<file path="src/rtl/gc_pkg.sv">
// Shared definitions for the N64/GC one-wire receiver and its companion transmitter.
// Holds the timing constants (48 MHz cycles), the receive FSM encoding and a small helper.
package gc_pkg;

    localparam int unsigned ONE_US  = 48;
    localparam int unsigned TWO_US  = 96;
    localparam int unsigned FIVE_US = 240;

    typedef enum logic [1:0] {
        ST_IDLE,
        ST_LOW,
        ST_HIGH,
        ST_WAIT_HI
    } rx_state_e;

    function automatic logic [5:0] sat_inc6(input logic [5:0] v);
        return (v == 6'h3F) ? v : v + 6'd1;
    endfunction

endpackage

</file>
<file path="src/rtl/gc_rx_decoder_if.sv">
// Line-side inputs and byte-side outputs of the one-wire receiver.
// The master modport is used by the surrounding logic, the slave modport by the decoder.
interface gc_rx_decoder_if;

    logic       line_in;
    logic       tx_active;
    logic [7:0] rx_data;
    logic       rx_valid;
    logic       rx_frame_done;
    logic       rx_err;
    logic       rx_busy;
    logic [5:0] rx_byte_cnt;

    modport master (
        output line_in, tx_active,
        input  rx_data, rx_valid, rx_frame_done, rx_err, rx_busy, rx_byte_cnt
    );

    modport slave (
        input  line_in, tx_active,
        output rx_data, rx_valid, rx_frame_done, rx_err, rx_busy, rx_byte_cnt
    );

endinterface

</file>
<file path="src/rtl/gc_line_sync.sv">
// Two-flop synchronizer for the raw data line with edge detection on the synchronized level.
// Defining GC_RX_GLITCH_FILTER_EN adds a FILT_LEN-sample agreement filter after the synchronizer.
module gc_line_sync #(
    parameter int unsigned FILT_LEN = 4
) (
    input  logic sys_clk,
    input  logic reset,
    input  logic line_in,
    output logic ln,
    output logic ln_rise,
    output logic ln_fall
);

    logic sync1_q, sync1_d;
    logic sync2_q, sync2_d;
    logic ln_prev_q, ln_prev_d;

    // Idle line is high; reset to 1 so leaving reset never produces a false falling edge.
    always_ff @(posedge sys_clk) begin
        if (reset) begin
            sync1_q   <= 1'b1;
            sync2_q   <= 1'b1;
            ln_prev_q <= 1'b1;
        end else begin
            sync1_q   <= sync1_d;
            sync2_q   <= sync2_d;
            ln_prev_q <= ln_prev_d;
        end
    end

`ifdef GC_RX_GLITCH_FILTER_EN
    localparam int unsigned FW = (FILT_LEN > 1) ? $clog2(FILT_LEN) : 1;

    logic          filt_q, filt_d;
    logic [FW-1:0] filt_cnt_q, filt_cnt_d;

    // Counts consecutive samples disagreeing with the filtered level; the FILT_LEN-th one flips it.
    always_comb begin
        filt_d     = filt_q;
        filt_cnt_d = '0;
        if (sync2_q != filt_q) begin
            if (filt_cnt_q == FW'(FILT_LEN - 1)) begin
                filt_d = sync2_q;
            end else begin
                filt_cnt_d = filt_cnt_q + 1'b1;
            end
        end
    end

    always_ff @(posedge sys_clk) begin
        if (reset) begin
            filt_q     <= 1'b1;
            filt_cnt_q <= '0;
        end else begin
            filt_q     <= filt_d;
            filt_cnt_q <= filt_cnt_d;
        end
    end

    assign ln = filt_q;
`else
    assign ln = sync2_q;
`endif

    always_comb begin
        sync1_d   = line_in;
        sync2_d   = sync1_q;
        ln_prev_d = ln;
    end

    assign ln_rise = ln & ~ln_prev_q;
    assign ln_fall = ~ln & ln_prev_q;

endmodule

</file>
<file path="src/rtl/gc_rx_decoder.sv">
// N64/GC one-wire receiver: measures low pulses, assembles MSB-first bytes, checks the stop bit.
// Optional input glitch filter is enabled with `define GC_RX_GLITCH_FILTER_EN.
module gc_rx_decoder
    import gc_pkg::*;
#(
    parameter int unsigned THRESH_CYC  = TWO_US,
    parameter int unsigned MIN_LOW_CYC = 12,
    parameter int unsigned MAX_LOW_CYC = FIVE_US,
    parameter int unsigned IDLE_CYC    = FIVE_US,
    parameter int unsigned FILT_LEN    = 4
) (
    input  logic                  sys_clk,
    input  logic                  reset,
    gc_rx_decoder_if.slave        bus
);

    localparam logic [7:0] THRESH_L = 8'(THRESH_CYC);
    localparam logic [7:0] MIN_L    = 8'(MIN_LOW_CYC);
    localparam logic [7:0] MAX_L    = 8'(MAX_LOW_CYC);
    localparam logic [7:0] IDLE_L   = 8'(IDLE_CYC);

    logic ln, ln_rise, ln_fall;

    gc_line_sync #(.FILT_LEN(FILT_LEN)) u_sync (
        .sys_clk (sys_clk),
        .reset   (reset),
        .line_in (bus.line_in),
        .ln      (ln),
        .ln_rise (ln_rise),
        .ln_fall (ln_fall)
    );

    rx_state_e  state_q, state_d;
    logic [7:0] cnt_q, cnt_d;
    logic [2:0] bit_cnt_q, bit_cnt_d;
    // Only the seven most recent bits are stored; the eighth joins them directly into rx_data.
    logic [6:0] sreg_q, sreg_d;
    logic       in_frame_q, in_frame_d;
    logic [7:0] data_q, data_d;
    logic       valid_q, valid_d;
    logic       done_q, done_d;
    logic       err_q, err_d;
    logic       busy_q, busy_d;
    logic [5:0] byte_cnt_q, byte_cnt_d;
    logic       new_bit;

    always_comb begin
        state_d    = state_q;
        cnt_d      = cnt_q + 8'd1;
        bit_cnt_d  = bit_cnt_q;
        sreg_d     = sreg_q;
        in_frame_d = in_frame_q;
        data_d     = data_q;
        valid_d    = 1'b0;
        done_d     = 1'b0;
        err_d      = 1'b0;
        busy_d     = busy_q;
        byte_cnt_d = byte_cnt_q;
        new_bit    = (cnt_q < THRESH_L);

        if (bus.tx_active) begin
            state_d    = ST_IDLE;
            cnt_d      = '0;
            bit_cnt_d  = '0;
            sreg_d     = '0;
            in_frame_d = 1'b0;
            busy_d     = 1'b0;
        end else begin
            unique case (state_q)
                ST_IDLE: begin
                    cnt_d = '0;
                    if (ln_fall) begin
                        state_d    = ST_LOW;
                        bit_cnt_d  = '0;
                        sreg_d     = '0;
                        byte_cnt_d = '0;
                        in_frame_d = 1'b0;
                        busy_d     = 1'b1;
                    end else if (!ln) begin
                        // Line already low with no edge seen (e.g. after tx_active): wait it out.
                        state_d = ST_WAIT_HI;
                    end
                end
                ST_LOW: begin
                    if (cnt_q >= MAX_L) begin
                        err_d     = 1'b1;
                        bit_cnt_d = '0;
                        sreg_d    = '0;
                        cnt_d     = '0;
                        state_d   = ST_WAIT_HI;
                    end else if (ln_rise) begin
                        cnt_d = '0;
                        if (cnt_q < MIN_L) begin
                            state_d = in_frame_q ? ST_HIGH : ST_IDLE;
                            busy_d  = in_frame_q;
                        end else begin
                            state_d    = ST_HIGH;
                            in_frame_d = 1'b1;
                            sreg_d     = {sreg_q[5:0], new_bit};
                            bit_cnt_d  = bit_cnt_q + 3'd1;
                            if (bit_cnt_q == 3'd7) begin
                                data_d     = {sreg_q, new_bit};
                                valid_d    = 1'b1;
                                byte_cnt_d = sat_inc6(byte_cnt_q);
                            end
                        end
                    end
                end
                ST_HIGH: begin
                    if (ln_fall) begin
                        state_d = ST_LOW;
                        cnt_d   = '0;
                    end else if (cnt_q >= IDLE_L) begin
                        if (bit_cnt_q == 3'd1 && sreg_q[0]) begin
                            done_d = 1'b1;
                        end else begin
                            err_d = 1'b1;
                        end
                        state_d = ST_IDLE;
                        busy_d  = 1'b0;
                        cnt_d   = '0;
                    end
                end
                ST_WAIT_HI: begin
                    cnt_d = '0;
                    if (ln) begin
                        state_d = ST_IDLE;
                        busy_d  = 1'b0;
                    end
                end
            endcase
        end
    end

    always_ff @(posedge sys_clk) begin
        if (reset) begin
            state_q    <= ST_IDLE;
            cnt_q      <= '0;
            bit_cnt_q  <= '0;
            sreg_q     <= '0;
            in_frame_q <= 1'b0;
            data_q     <= '0;
            valid_q    <= 1'b0;
            done_q     <= 1'b0;
            err_q      <= 1'b0;
            busy_q     <= 1'b0;
            byte_cnt_q <= '0;
        end else begin
            state_q    <= state_d;
            cnt_q      <= cnt_d;
            bit_cnt_q  <= bit_cnt_d;
            sreg_q     <= sreg_d;
            in_frame_q <= in_frame_d;
            data_q     <= data_d;
            valid_q    <= valid_d;
            done_q     <= done_d;
            err_q      <= err_d;
            busy_q     <= busy_d;
            byte_cnt_q <= byte_cnt_d;
        end
    end

    assign bus.rx_data       = data_q;
    assign bus.rx_valid      = valid_q;
    assign bus.rx_frame_done = done_q;
    assign bus.rx_err        = err_q;
    assign bus.rx_busy       = busy_q;
    assign bus.rx_byte_cnt   = byte_cnt_q;

endmodule

</file>
<file path="src/flat_wrapper.sv">
// flat-port wrapper written by rule: the top's interface ports become plain ports
module gc_rx_decoder_flat import gc_pkg::*;
#(
    parameter int unsigned THRESH_CYC  = TWO_US,
    parameter int unsigned MIN_LOW_CYC = 12,
    parameter int unsigned MAX_LOW_CYC = FIVE_US,
    parameter int unsigned IDLE_CYC    = FIVE_US,
    parameter int unsigned FILT_LEN    = 4
)
  (sys_clk, reset, bus_line_in, bus_tx_active, bus_rx_data, bus_rx_valid, bus_rx_frame_done, bus_rx_err, bus_rx_busy, bus_rx_byte_cnt);
  gc_rx_decoder_if bus_i ();
  input  logic sys_clk;
  input  logic reset;
  input wire logic [$bits(bus_i.line_in)-1:0] bus_line_in;
  input wire logic [$bits(bus_i.tx_active)-1:0] bus_tx_active;
  output wire logic [$bits(bus_i.rx_data)-1:0] bus_rx_data;
  output wire logic [$bits(bus_i.rx_valid)-1:0] bus_rx_valid;
  output wire logic [$bits(bus_i.rx_frame_done)-1:0] bus_rx_frame_done;
  output wire logic [$bits(bus_i.rx_err)-1:0] bus_rx_err;
  output wire logic [$bits(bus_i.rx_busy)-1:0] bus_rx_busy;
  output wire logic [$bits(bus_i.rx_byte_cnt)-1:0] bus_rx_byte_cnt;
  assign bus_i.line_in = bus_line_in;
  assign bus_i.tx_active = bus_tx_active;
  assign bus_rx_data = bus_i.rx_data;
  assign bus_rx_valid = bus_i.rx_valid;
  assign bus_rx_frame_done = bus_i.rx_frame_done;
  assign bus_rx_err = bus_i.rx_err;
  assign bus_rx_busy = bus_i.rx_busy;
  assign bus_rx_byte_cnt = bus_i.rx_byte_cnt;
  gc_rx_decoder #(.THRESH_CYC(THRESH_CYC), .MIN_LOW_CYC(MIN_LOW_CYC), .MAX_LOW_CYC(MAX_LOW_CYC), .IDLE_CYC(IDLE_CYC), .FILT_LEN(FILT_LEN)) u_core (.sys_clk(sys_clk), .reset(reset), .bus(bus_i));
endmodule
</file>
<file path="config.mk">
export PLATFORM = sky130hd
export DESIGN_NAME = gc_rx_decoder_flat
export DESIGN_NICKNAME = d
export VERILOG_FILES = /design/src/rtl/gc_pkg.sv /design/src/rtl/gc_rx_decoder_if.sv /design/src/rtl/gc_line_sync.sv /design/src/rtl/gc_rx_decoder.sv /design/src/flat_wrapper.sv
export SDC_FILE = /design/constraint.sdc
export NUM_CORES = 1
export LEC_CHECK = 0
export ABC_AREA = 1
export CORE_ASPECT_RATIO = 0.7
export CORE_MARGIN = 1.5
export CORE_UTILIZATION = 60
export CTS_CLUSTER_SIZE = 24
export DETAILED_ROUTE_END_ITERATION = 16
export HOLD_SLACK_MARGIN = 0.05
export PLACE_DENSITY = 0.84
export SLEW_MARGIN = 20
export SYNTH_ARGS = -nofsm -noshare
export SYNTH_HDL_FRONTEND = slang
export SYNTH_SLANG_ARGS = --single-unit
</file>
<file path="constraint.sdc">
create_clock -name sys_clk -period 3.3 [get_ports sys_clk]
set_input_delay 0.495 -clock sys_clk [delete_from_list [all_inputs] [get_ports sys_clk]]
set_output_delay 0.495 -clock sys_clk [all_outputs]
set_load 0.02 [all_outputs]
</file>
==> out/metrics.csv, run 1 <==
stage,metric,value,unit
final_layout,diode count,0,
clock_network,total CTS buffers,5,
worst_setup_path,CP top delay family,simple AND/OR/NAND/NOR gates,
worst_hold_path,Hold Path Depth,1,
clock_network,CTS tree,yes,
route,DRT iter0 DRCs,96,
clock_network,"Clk pin slew, worst setup/hold paths",0.08,ns
job,number of max-cap violations,0,
grt,number of global-route vias before repair,1621,
final_layout,area grow syn2layout,16.0,%
clock_network,setup bufs post-CTS,0,
logic_synthesis,Mapped Cells,282,
route,routed length per instance,11.6,um
floorplanning,Die Span X,73.2,um
power,Logic pwr share,12.8,%
logic_synthesis,Synth Cell Area,2070,sq um
worst_setup_path,slowest CP cell,ha_1,
worst_setup_path,element type at the critical path end,register,
floorplanning,Core ar.,3210,sq um
worst_setup_path,r2r setup slk,1.12,ns
sta,f_max,0.458,GHz
route,drt total wl,4100,um
clock_network,number of hold buffers added after cts,0,
worst_setup_path,critical path class,reg2reg,
power,net switching power,0.000278,W
worst_setup_path,Worst Setup SP,u_core.state_q[1],
worst_setup_path,Worst Path Buf+Inv,2,
power,Int Pwr,0.000707,W
placed_design,dpl hpwl,3060,um
logic_synthesis,Synth Net Count,296,
worst_hold_path,HP Start,u_core.u_sync.sync1_q,
worst_setup_path,Worst EP required,3.48,ns
sta,Setup WS post-layout,1.12,ns
route,Avg Vias per Cell,5.16,
worst_setup_path,CP cell instances,"inv_1, ha_1, inv_1, nor2_4, nand3_2, o21ai_0, a21oi_1",
logic_synthesis,Seq cells post-synth,42,
final_layout,Final Core Density,74.8,%
sta,Tmin final,2.18,ns
worst_setup_path,"critical path fanouts, max",16,
grt,largest net degree at the start of global routing,17,
final_layout,"most common cell after layout, fill and taps aside",nand2_1,
placed_design,Place WS,1.06,ns
grt,grt ovf,0,
logic_synthesis,"Seq/Total Area, Yosys",40.6,%
floorplanning,Core Rows,17,
sta,Slew @ Worst Pin,0.512,ns
placed_design,Port-buffer cells,21,
clock_network,Clk Tree Root Cell,clkbuf_8,
sta,"Hold Vio Cnt, Final",0,
worst_hold_path,Hold Crit Class,reg2reg,
worst_setup_path,reg2reg end,u_core.bus.rx_data[7],
floorplanning,# IOs,22,
grt,GR Util All Layers,24.8,%
final_layout,most used cells in the layout excluding fill and tap cells,"52 x nand2_1, 42 x dfxtp_1, 35 x nor2_1",
worst_setup_path,critical path startpoint category,register,
power,Leak Pwr,0.972,nW
sta,clk_skew,0.00643,ns
worst_setup_path,worst reg2reg path depth,7,
worst_hold_path,Worst Hold Path EP,u_core.u_sync.ln,
floorplanning,Starting Density,64.4,%
route,drt pass-1 iters,4,
sta,Setup Total Neg Slack,0,ns
logic_synthesis,library cells used by synthesis,31,
power,switch share,28.3,%
worst_setup_path,Crit path largest cell delay,0.46,ns
sta,fin crit share,66.1,%
grt,initial antenna violation count,0,
power,sequential power share,53.4,%
power,PD cells,410,nW/um^2
logic_synthesis,post-synthesis average cell area,7.34,sq um
clock_network,CTS H-tree depth,2,
logic_synthesis,Synth warnings,0,
sta,Slew Limit Fails,0,
sta,slew margin rel.,65.7,%
sta,Finish-stage setup viols,0,
clock_network,CTS resizes,0,
route,post-route ant nets,0,
worst_setup_path,r2r startpoint,u_core.state_q[1],
clock_network,CTS Sinks,42,
power,Clk network pwr share,33.8,%
route,Vias,1827,
clock_network,Clock Path Buffers,2,
worst_setup_path,critical path arrival,2.37,ns
clock_network,clock latency on the worst-skew pair,0.30,ns
final_layout,NumNets Final,320,
sta,RSZ-0062 raised after global routing,false,
worst_setup_path,CP dominant cell by count,inv_1,
power,Peak VDD IR,0.304,mV
final_layout,fraction of layout cells with a size suffix above 1,8.14,%
floorplanning,Die Span Y,52.1,um
run_status,run status,finished clean,
floorplanning,die area,3820,sq um
grt,first-pass GRT wire length,7110,um
placed_design,Placer Congestion,0.894,
route,DRC Markers,0,
## per-layer routing
layer | global-route usage [%] | vias to the layer above | wire length, um
met4 | 9.75 | 0 | 61
met3 | 6.40 | 7 | 217
li1 | - | 952 | -
met2 | 37.7 | 48 | 1750
met1 | 33.8 | 820 | 2070
met5 | 0 | - | 0
## worst max path at each step
stage                               end  cells after the start
2_1_floorplan     u_core.bus.rx_data[6]                      8
3_3_place_gp   u_core.bus.rx_frame_done                      4
3_5_place_dp   u_core.bus.rx_frame_done                      4
4_1_cts           u_core.bus.rx_data[7]                      7
5_1_grt           u_core.bus.rx_data[7]                      7
6_report          u_core.bus.rx_data[7]                      7
## worst reg2reg max path, cell delays in order (launching register included)
cell and delay [ns]:
dfxtp_1 0.34, inv_1 0.10, ha_1 0.46, inv_1 0.25, nor2_4 0.30, nand3_2 0.30, o21ai_0 0.26, a21oi_1 0.06
## power by group through the flow
| stage | combinational, W | clock, W | sequential [W] |
|---|---|---|---|
| global placement | 0.000123 | 0 | 0.000538 |
| finish | 0.000126 | 0.000333 | 0.000527 |
| global route | 0.000142 | 0.000358 | 0.000528 |
| floorplan | 0.0000880 | 0 | 0.000542 |
| CTS | 0.000125 | 0.000344 | 0.000526 |
| detailed placement | 0.000124 | 0 | 0.000538 |
## cells by family after synthesis
| logic type | Yosys count | synth area share [%] |
|---|---|---|
| DFF | 42 | 40.6 |
| buffers and inverters | 41 | 8.28 |
| xor gates and xnor gates | 4 | 1.69 |
| adders and majority gates | 10 | 6.05 |
| AOI/OAI and AO/OA | 47 | 11.5 |
| and+or+nand+nor | 138 | 31.9 |
## state kept, by name, indices dropped and copies added (netlist names)
register                  count
u_core.u_sync.ln              1
u_core.u_sync.sync1_q         1
u_core.bus.rx_busy            1
u_core.bus.rx_byte_cnt        6
u_core.in_frame_q             1
u_core.bus.rx_err             1
u_core.sreg_q                 7
u_core.bit_cnt_q              3
u_core.cnt_q                  8
u_core.u_sync.ln_prev_q       1
u_core.bus.rx_frame_done      1
u_core.bus.rx_valid           1
u_core.bus.rx_data            8
u_core.state_q                2
## synthesized netlist by cell type
master / n / area, sq um
nand2_1: 52 / 195
dfxtp_1: 42 / 841
nor2_1: 35 / 131
inv_1: 34 / 128
a21oi_1: 25 / 125
nand3_1: 23 / 115
o21ai_0: 20 / 100
ha_1: 10 / 125
nand4_1: 4 / 25.0
nor2_4: 4 / 45.0
nor3_1: 4 / 20.0
or2_2: 4 / 25.0
nand2_2: 3 / 18.8
nor3b_1: 3 / 22.5
xor2_1: 3 / 26.3
and3_1: 1 / 6.26
buf_2: 1 / 5.00
buf_4: 1 / 7.51
buf_6: 1 / 11.3
clkbuf_1: 1 / 3.75
clkinv_1: 1 / 3.75
clkinv_4: 1 / 8.76
inv_2: 1 / 3.75
nand2_4: 1 / 11.3
nand3_2: 1 / 10.0
nand3b_1: 1 / 7.51
nor2_2: 1 / 6.26
nor2_8: 1 / 20.0
o21a_1: 1 / 7.51
o21ai_1: 1 / 5.00
xnor2_1: 1 / 8.76
## metrics by stage
stage / hold WS [ns] / total power [W] / cells / instance area (sq um)
2_1_floorplan: 0.389 / 0.000630 / 282 / 2070
3_3_place_gp: 0.402 / 0.000661 / 346 / 2310
3_5_place_dp: 0.402 / 0.000663 / 346 / 2310
4_1_cts: 0.415 / 0.000995 / 354 / 2400
5_1_grt: 0.418 / 0.00103 / 354 / 2400
6_report: 0.414 / 0.000985 / 354 / 2400
## layout make-up
| class | count | area (sq um) |
|---|---|---|
| Inverter | 37 | 144 |
| Timing Repair Buffer | 21 | 210 |
| Clock buffer | 5 | 68.8 |
| Tap cell | 47 | 58.8 |
| Clock inverter | 3 | 21.3 |
| Fill cell | 254 | 811 |
| Sequential cell | 42 | 841 |
| Multi-Input combinational cell | 199 | 1060 |
No activity file was read; power rests on OpenSTA's default activity.
==> run 2: changes to the inputs <==
CORE_UTILIZATION = 56   (was 60)
PLACE_DENSITY = 0.79   (was 0.84)
clock period = 2.1 ns   (was 3.3 ns; I/O delays follow)
==> out/metrics.csv, run 2 (same netlist as run 1, synthesis figures left out) <==
stage,metric,value,unit
run_status,run status,finished clean,
floorplanning,die area,4080,sq um
final_layout,fin cells,360,
floorplanning,Die Span Y,53.9,um
sta,Setup WS post-layout,0.283,ns
clock_network,CTS tree,yes,
sta,Slew Limit Fails,0,
sta,"Hold Vio Cnt, Final",0,
job,number of max-cap violations,0,
sta,f_max,0.550,GHz
sta,fin crit share,86.5,%
floorplanning,Starting Density,58.5,%
route,routed length per instance,11.5,um
worst_setup_path,reg2reg end,u_core.bus.rx_byte_cnt[0],
worst_setup_path,r2r setup slk,0.28,ns
power,Leak Pwr,0.986,nW
route,drt pass-1 iters,4,
final_layout,# fillers,311,
sta,clk_skew,0.00699,ns
worst_hold_path,Hold Crit Class,reg2reg,
sta,RSZ-0062 raised after global routing,false,
worst_setup_path,Worst Setup SP,u_core.state_q[1],
route,post-route ant nets,0,
clock_network,Clock Path Buffers,2,
power,Peak VDD IR,0.511,mV
sta,Setup Total Neg Slack,0,ns
placed_design,placed insts,352,
placed_design,Placer Congestion,0.885,
final_layout,"most common cell after layout, fill and taps aside",nand2_1,
floorplanning,Core ar.,3540,sq um
power,PD cells,633,nW/um^2
route,DRC Markers,0,
worst_setup_path,element type at the critical path end,register,
route,DRT iter0 DRCs,66,
floorplanning,Core Rows,18,
grt,first-pass GRT wire length,7050,um
sta,Finish-stage setup viols,0,
final_layout,diode count,0,
placed_design,Place WS,0.137,ns
final_layout,most used cells in the layout excluding fill and tap cells,"52 x nand2_1, 42 x dfxtp_1, 35 x nor2_1",
worst_setup_path,Worst EP required,2.33,ns
clock_network,clock latency on the worst-skew pair,0.29,ns
worst_setup_path,r2r startpoint,u_core.state_q[1],
clock_network,CTS H-tree depth,2,
clock_network,setup bufs post-CTS,0,
final_layout,fraction of layout cells with a size suffix above 1,9.35,%
placed_design,Port-buffer cells,21,
sta,Tmin final,1.82,ns
sta,Slew @ Worst Pin,0.431,ns
clock_network,total CTS buffers,5,
floorplanning,# IOs,22,
grt,largest net degree at the start of global routing,17,
floorplanning,Die Span X,75.7,um
worst_setup_path,critical path startpoint category,register,
sta,slew margin rel.,71.0,%
route,Avg Vias per Cell,5.06,
grt,GR Util All Layers,23.0,%
grt,initial antenna violation count,0,
worst_setup_path,"critical path fanouts, max",10,
route,drt total wl,4150,um
final_layout,area grow syn2layout,17.8,%
grt,grt ovf,0,
worst_setup_path,critical path class,reg2reg,
clock_network,"Clk pin slew, worst setup/hold paths",0.08,ns
route,Vias,1820,
worst_setup_path,critical path arrival,2.05,ns
final_layout,NumNets Final,323,
clock_network,Clk Tree Root Cell,clkbuf_8,
placed_design,dpl hpwl,3110,um
clock_network,CTS Sinks,42,
worst_setup_path,crit path capture,u_core.bus.rx_byte_cnt[0],
grt,number of global-route vias before repair,1617,
worst_setup_path,worst reg2reg path depth,10,
run 2: layer usage:
metal  GRT usage (%)  up-vias  part of all wire (%)
li1                -      963                     -
met1            32.3      818                    50
met2            36.1       37                    44
met3            5.24        2                   5.3
met4            5.65        0                  0.29
met5               0        -                     0
run 2: where the power goes:
group          leakage (nW)  total [W]  internal (W)  switching, W
clock                0.0441   0.000513      0.000233      0.000280
sequential            0.340   0.000827      0.000811     0.0000162
combinational         0.603   0.000202     0.0000706      0.000132
run 2: stage by stage:
stage / power [W] / instance area [sq um] / hold WS [ns] / util, %
2_1_floorplan: 0.000990 / 2070 / 0.384 / -
3_3_place_gp: 0.00104 / 2340 / 0.391 / 66.1
3_5_place_dp: 0.00105 / 2340 / 0.398 / 66.1
4_1_cts: 0.00155 / 2430 / 0.418 / 68.6
5_1_grt: 0.00161 / 2440 / 0.441 / 68.9
6_report: 0.00154 / 2440 / 0.418 / 68.9
run 2: what timing repair did:
item                       CTS  global route
hold buffers                 0             0
setup endpoints to repair    0            11
gates resized for setup      0             2
run 2: how the worst min path moves through the flow:
| stage | cells past startpoint | slack [ns] | end | start |
|---|---|---|---|---|
| finish | 1 | 0.42 | u_core.u_sync.ln | u_core.u_sync.sync1_q |
| global route | 1 | 0.44 | u_core.u_sync.ln | u_core.u_sync.sync1_q |
| CTS | 1 | 0.42 | u_core.u_sync.ln | u_core.u_sync.sync1_q |
| detailed placement | 1 | 0.40 | u_core.u_sync.ln | u_core.u_sync.sync1_q |
| global placement | 1 | 0.39 | u_core.u_sync.ln | u_core.u_sync.sync1_q |
| floorplan | 1 | 0.38 | u_core.bus.rx_byte_cnt[3] | reset |
run 2: cell type report:
class / instances / area [sq um] / share of cell area (%)
multi-input cells: 199 / 1070 / 43.8
flip-flops and latches: 42 / 841 / 34.5
repair buffers: 24 / 233 / 9.55
inverters: 37 / 144 / 5.90
clock buffers: 5 / 68.8 / 2.82
well taps: 50 / 62.6 / 2.57
clock inverters: 3 / 21.3 / 0.873
run 2: worst max-delay path, stage by stage (launching register included):
cell and delay, ns:
dfxtp_1 0.34, inv_1 0.10, ha_2 0.30, inv_1 0.17, nand2_1 0.19, nand2_1 0.11, nor2_4 0.20, nand2_1 0.13
inv_2 0.11, nor2_1 0.05, nor2_1 0.08
==> run 3: changes to the inputs <==
--- a/config.mk
+++ b/config.mk
@@ -11,4 +11,6 @@
 export CORE_UTILIZATION = 56
+export CTS_CLUSTER_DIAMETER = 80
 export CTS_CLUSTER_SIZE = 24
 export DETAILED_ROUTE_END_ITERATION = 16
+export GPL_ROUTABILITY_DRIVEN = 1
 export HOLD_SLACK_MARGIN = 0.05
==> constraint.sdc (replaced) <==
create_clock -name sys_clk -period 2.1 [get_ports sys_clk]
set_input_delay 0.63 -clock sys_clk [delete_from_list [all_inputs] [get_ports sys_clk]]
set_output_delay 0.63 -clock sys_clk [all_outputs]
set_load 0.02 [all_outputs]
==> out/metrics.csv, run 3 (same netlist as run 1, synthesis figures left out) <==
stage,metric,value,unit
placed_design,Port-buffer cells,21,
worst_setup_path,Crit path largest cell delay,0.64,ns
final_layout,"most common cell after layout, fill and taps aside",nand2_1,
grt,first-pass GRT wire length,6910,um
final_layout,fraction of layout cells with a size suffix above 1,9.65,%
clock_network,Clock Path Buffers,2,
worst_setup_path,Worst EP required,1.47,ns
clock_network,"Clk pin slew, worst setup/hold paths",0.09,ns
floorplanning,Core ar.,3540,sq um
route,drt total wl,4230,um
clock_network,CTS tree,yes,
sta,worst hold slack,0.409,ns
floorplanning,# IOs,22,
grt,largest net degree at the start of global routing,17,
worst_setup_path,critical path class,reg2out,
worst_setup_path,crit path capture,bus_rx_byte_cnt[2],
worst_setup_path,element type at the critical path end,output port,
worst_setup_path,CP cell instances,clkdlybuf4s50_1,
floorplanning,Core Rows,18,
clock_network,CTS H-tree depth,2,
sta,f_max,0.500,GHz
sta,clk_skew,0.00498,ns
sta,Finish-stage setup viols,0,
worst_setup_path,Worst Path Buf+Inv,1,
final_layout,area grow syn2layout,19.4,%
worst_setup_path,slowest CP cell,clkdlybuf4s50_1,
worst_setup_path,cell count along the critical path,1,
worst_setup_path,CP top delay family,buffers and inverters,
route,Avg Vias per Cell,5.06,
power,Pwr Total,0.00168,W
clock_network,CTS resizes,0,
worst_setup_path,critical path arrival,1.37,ns
final_layout,# fillers,310,
final_layout,diode count,0,
sta,slew margin rel.,73.3,%
route,Vias,1827,
power,PD cells,680,nW/um^2
sta,"Hold Vio Cnt, Final",0,
worst_hold_path,Hold Crit Class,reg2reg,
sta,Setup Total Neg Slack,0,ns
power,Peak VDD IR,0.477,mV
route,post-route ant nets,0,
sta,Slew @ Worst Pin,0.397,ns
worst_setup_path,critical path startpoint category,register,
clock_network,total CTS buffers,5,
clock_network,number of hold buffers added after cts,0,
final_layout,NumNets Final,324,
route,routed length per instance,11.7,um
worst_setup_path,r2r setup slk,0.28,ns
grt,GR Util All Layers,22.9,%
route,DRC Markers,0,
final_layout,most used cells in the layout excluding fill and tap cells,"52 x nand2_1, 42 x dfxtp_1, 35 x nor2_1",
final_layout,fin cells,361,
job,number of max-cap violations,0,
grt,initial antenna violation count,0,
worst_setup_path,worst reg2reg path depth,10,
worst_setup_path,"critical path fanouts, max",7,
grt,number of global-route vias before repair,1586,
worst_setup_path,r2r startpoint,u_core.state_q[1],
run_status,run status,finished clean,
clock_network,setup bufs post-CTS,0,
floorplanning,Die Span Y,53.9,um
route,DRT iter0 DRCs,66,
placed_design,Placer Congestion,0.907,
route,drt pass-1 iters,4,
clock_network,Clk Tree Root Cell,clkbuf_8,
placed_design,dpl hpwl,3140,um
sta,RSZ-0062 raised after global routing,false,
sta,fin crit share,95.3,%
sta,Slew Limit Fails,0,
floorplanning,Starting Density,58.5,%
sta,Tmin final,2.00,ns
floorplanning,Die Span X,75.7,um
clock_network,clock latency on the worst-skew pair,0.30,ns
floorplanning,die area,4080,sq um
worst_setup_path,Worst Setup SP,u_core.bus.rx_byte_cnt[2],
worst_setup_path,reg2reg end,u_core.bus.rx_byte_cnt[0],
grt,grt ovf,0,
power,Leak Pwr,1.01,nW
clock_network,CTS Sinks,42,
placed_design,placed insts,353,
-- run 3: per-layer routing --
layer | up-vias | part of all wire, % | wire, um | global-route usage, %
met4 | 0 | 1.4 | 59 | 8.93
met2 | 43 | 43 | 1840 | 36.0
met3 | 7 | 4.9 | 209 | 5.06
li1 | 959 | - | - | -
met1 | 818 | 50 | 2120 | 31.0
met5 | - | 0 | 0 | 0
-- run 3: worst min-delay path by stage --
stage | startpoint | endpoint | slack (ns) | cells past startpoint
final | u_core.u_sync.sync1_q | u_core.u_sync.ln | 0.41 | 1
after global routing | u_core.u_sync.sync1_q | u_core.u_sync.ln | 0.42 | 1
after CTS | u_core.u_sync.sync1_q | u_core.u_sync.ln | 0.41 | 1
after detailed placement | u_core.u_sync.sync1_q | u_core.u_sync.ln | 0.39 | 1
after global placement | u_core.u_sync.sync1_q | u_core.u_sync.ln | 0.39 | 1
after floorplan | u_core.u_sync.sync1_q | u_core.u_sync.ln | 0.39 | 1
-- run 3: area by class of cell --
class	count	area (sq um)	share of cell area, %
clock buffers	5	68.8	2.78
clock inverters	3	45.0	1.82
inverters	37	144	5.82
multi-input cells	199	1070	43.2
flip-flops and latches	42	841	34.0
well taps	50	62.6	2.53
repair buffers	25	243	9.82
-- run 3: where the power goes --
group / switching (W) / total (W) / internal [W]
logic: 0.000133 / 0.000204 / 0.0000714
registers: 0.0000167 / 0.000828 / 0.000811
clock network: 0.000295 / 0.000649 / 0.000354
total: 0.000444 / 0.00168 / 0.00124
-- run 3: stage by stage --
stage	utilization (%)	worst slack, ns	area, sq um
6_report	69.9	0.0981	2470
3_3_place_gp	66.3	0.0619	2340
4_1_cts	69.5	0.0435	2460
3_5_place_dp	66.3	-0.00997	2340
5_1_grt	69.9	0.0151	2470
2_1_floorplan	-	0.601	2070
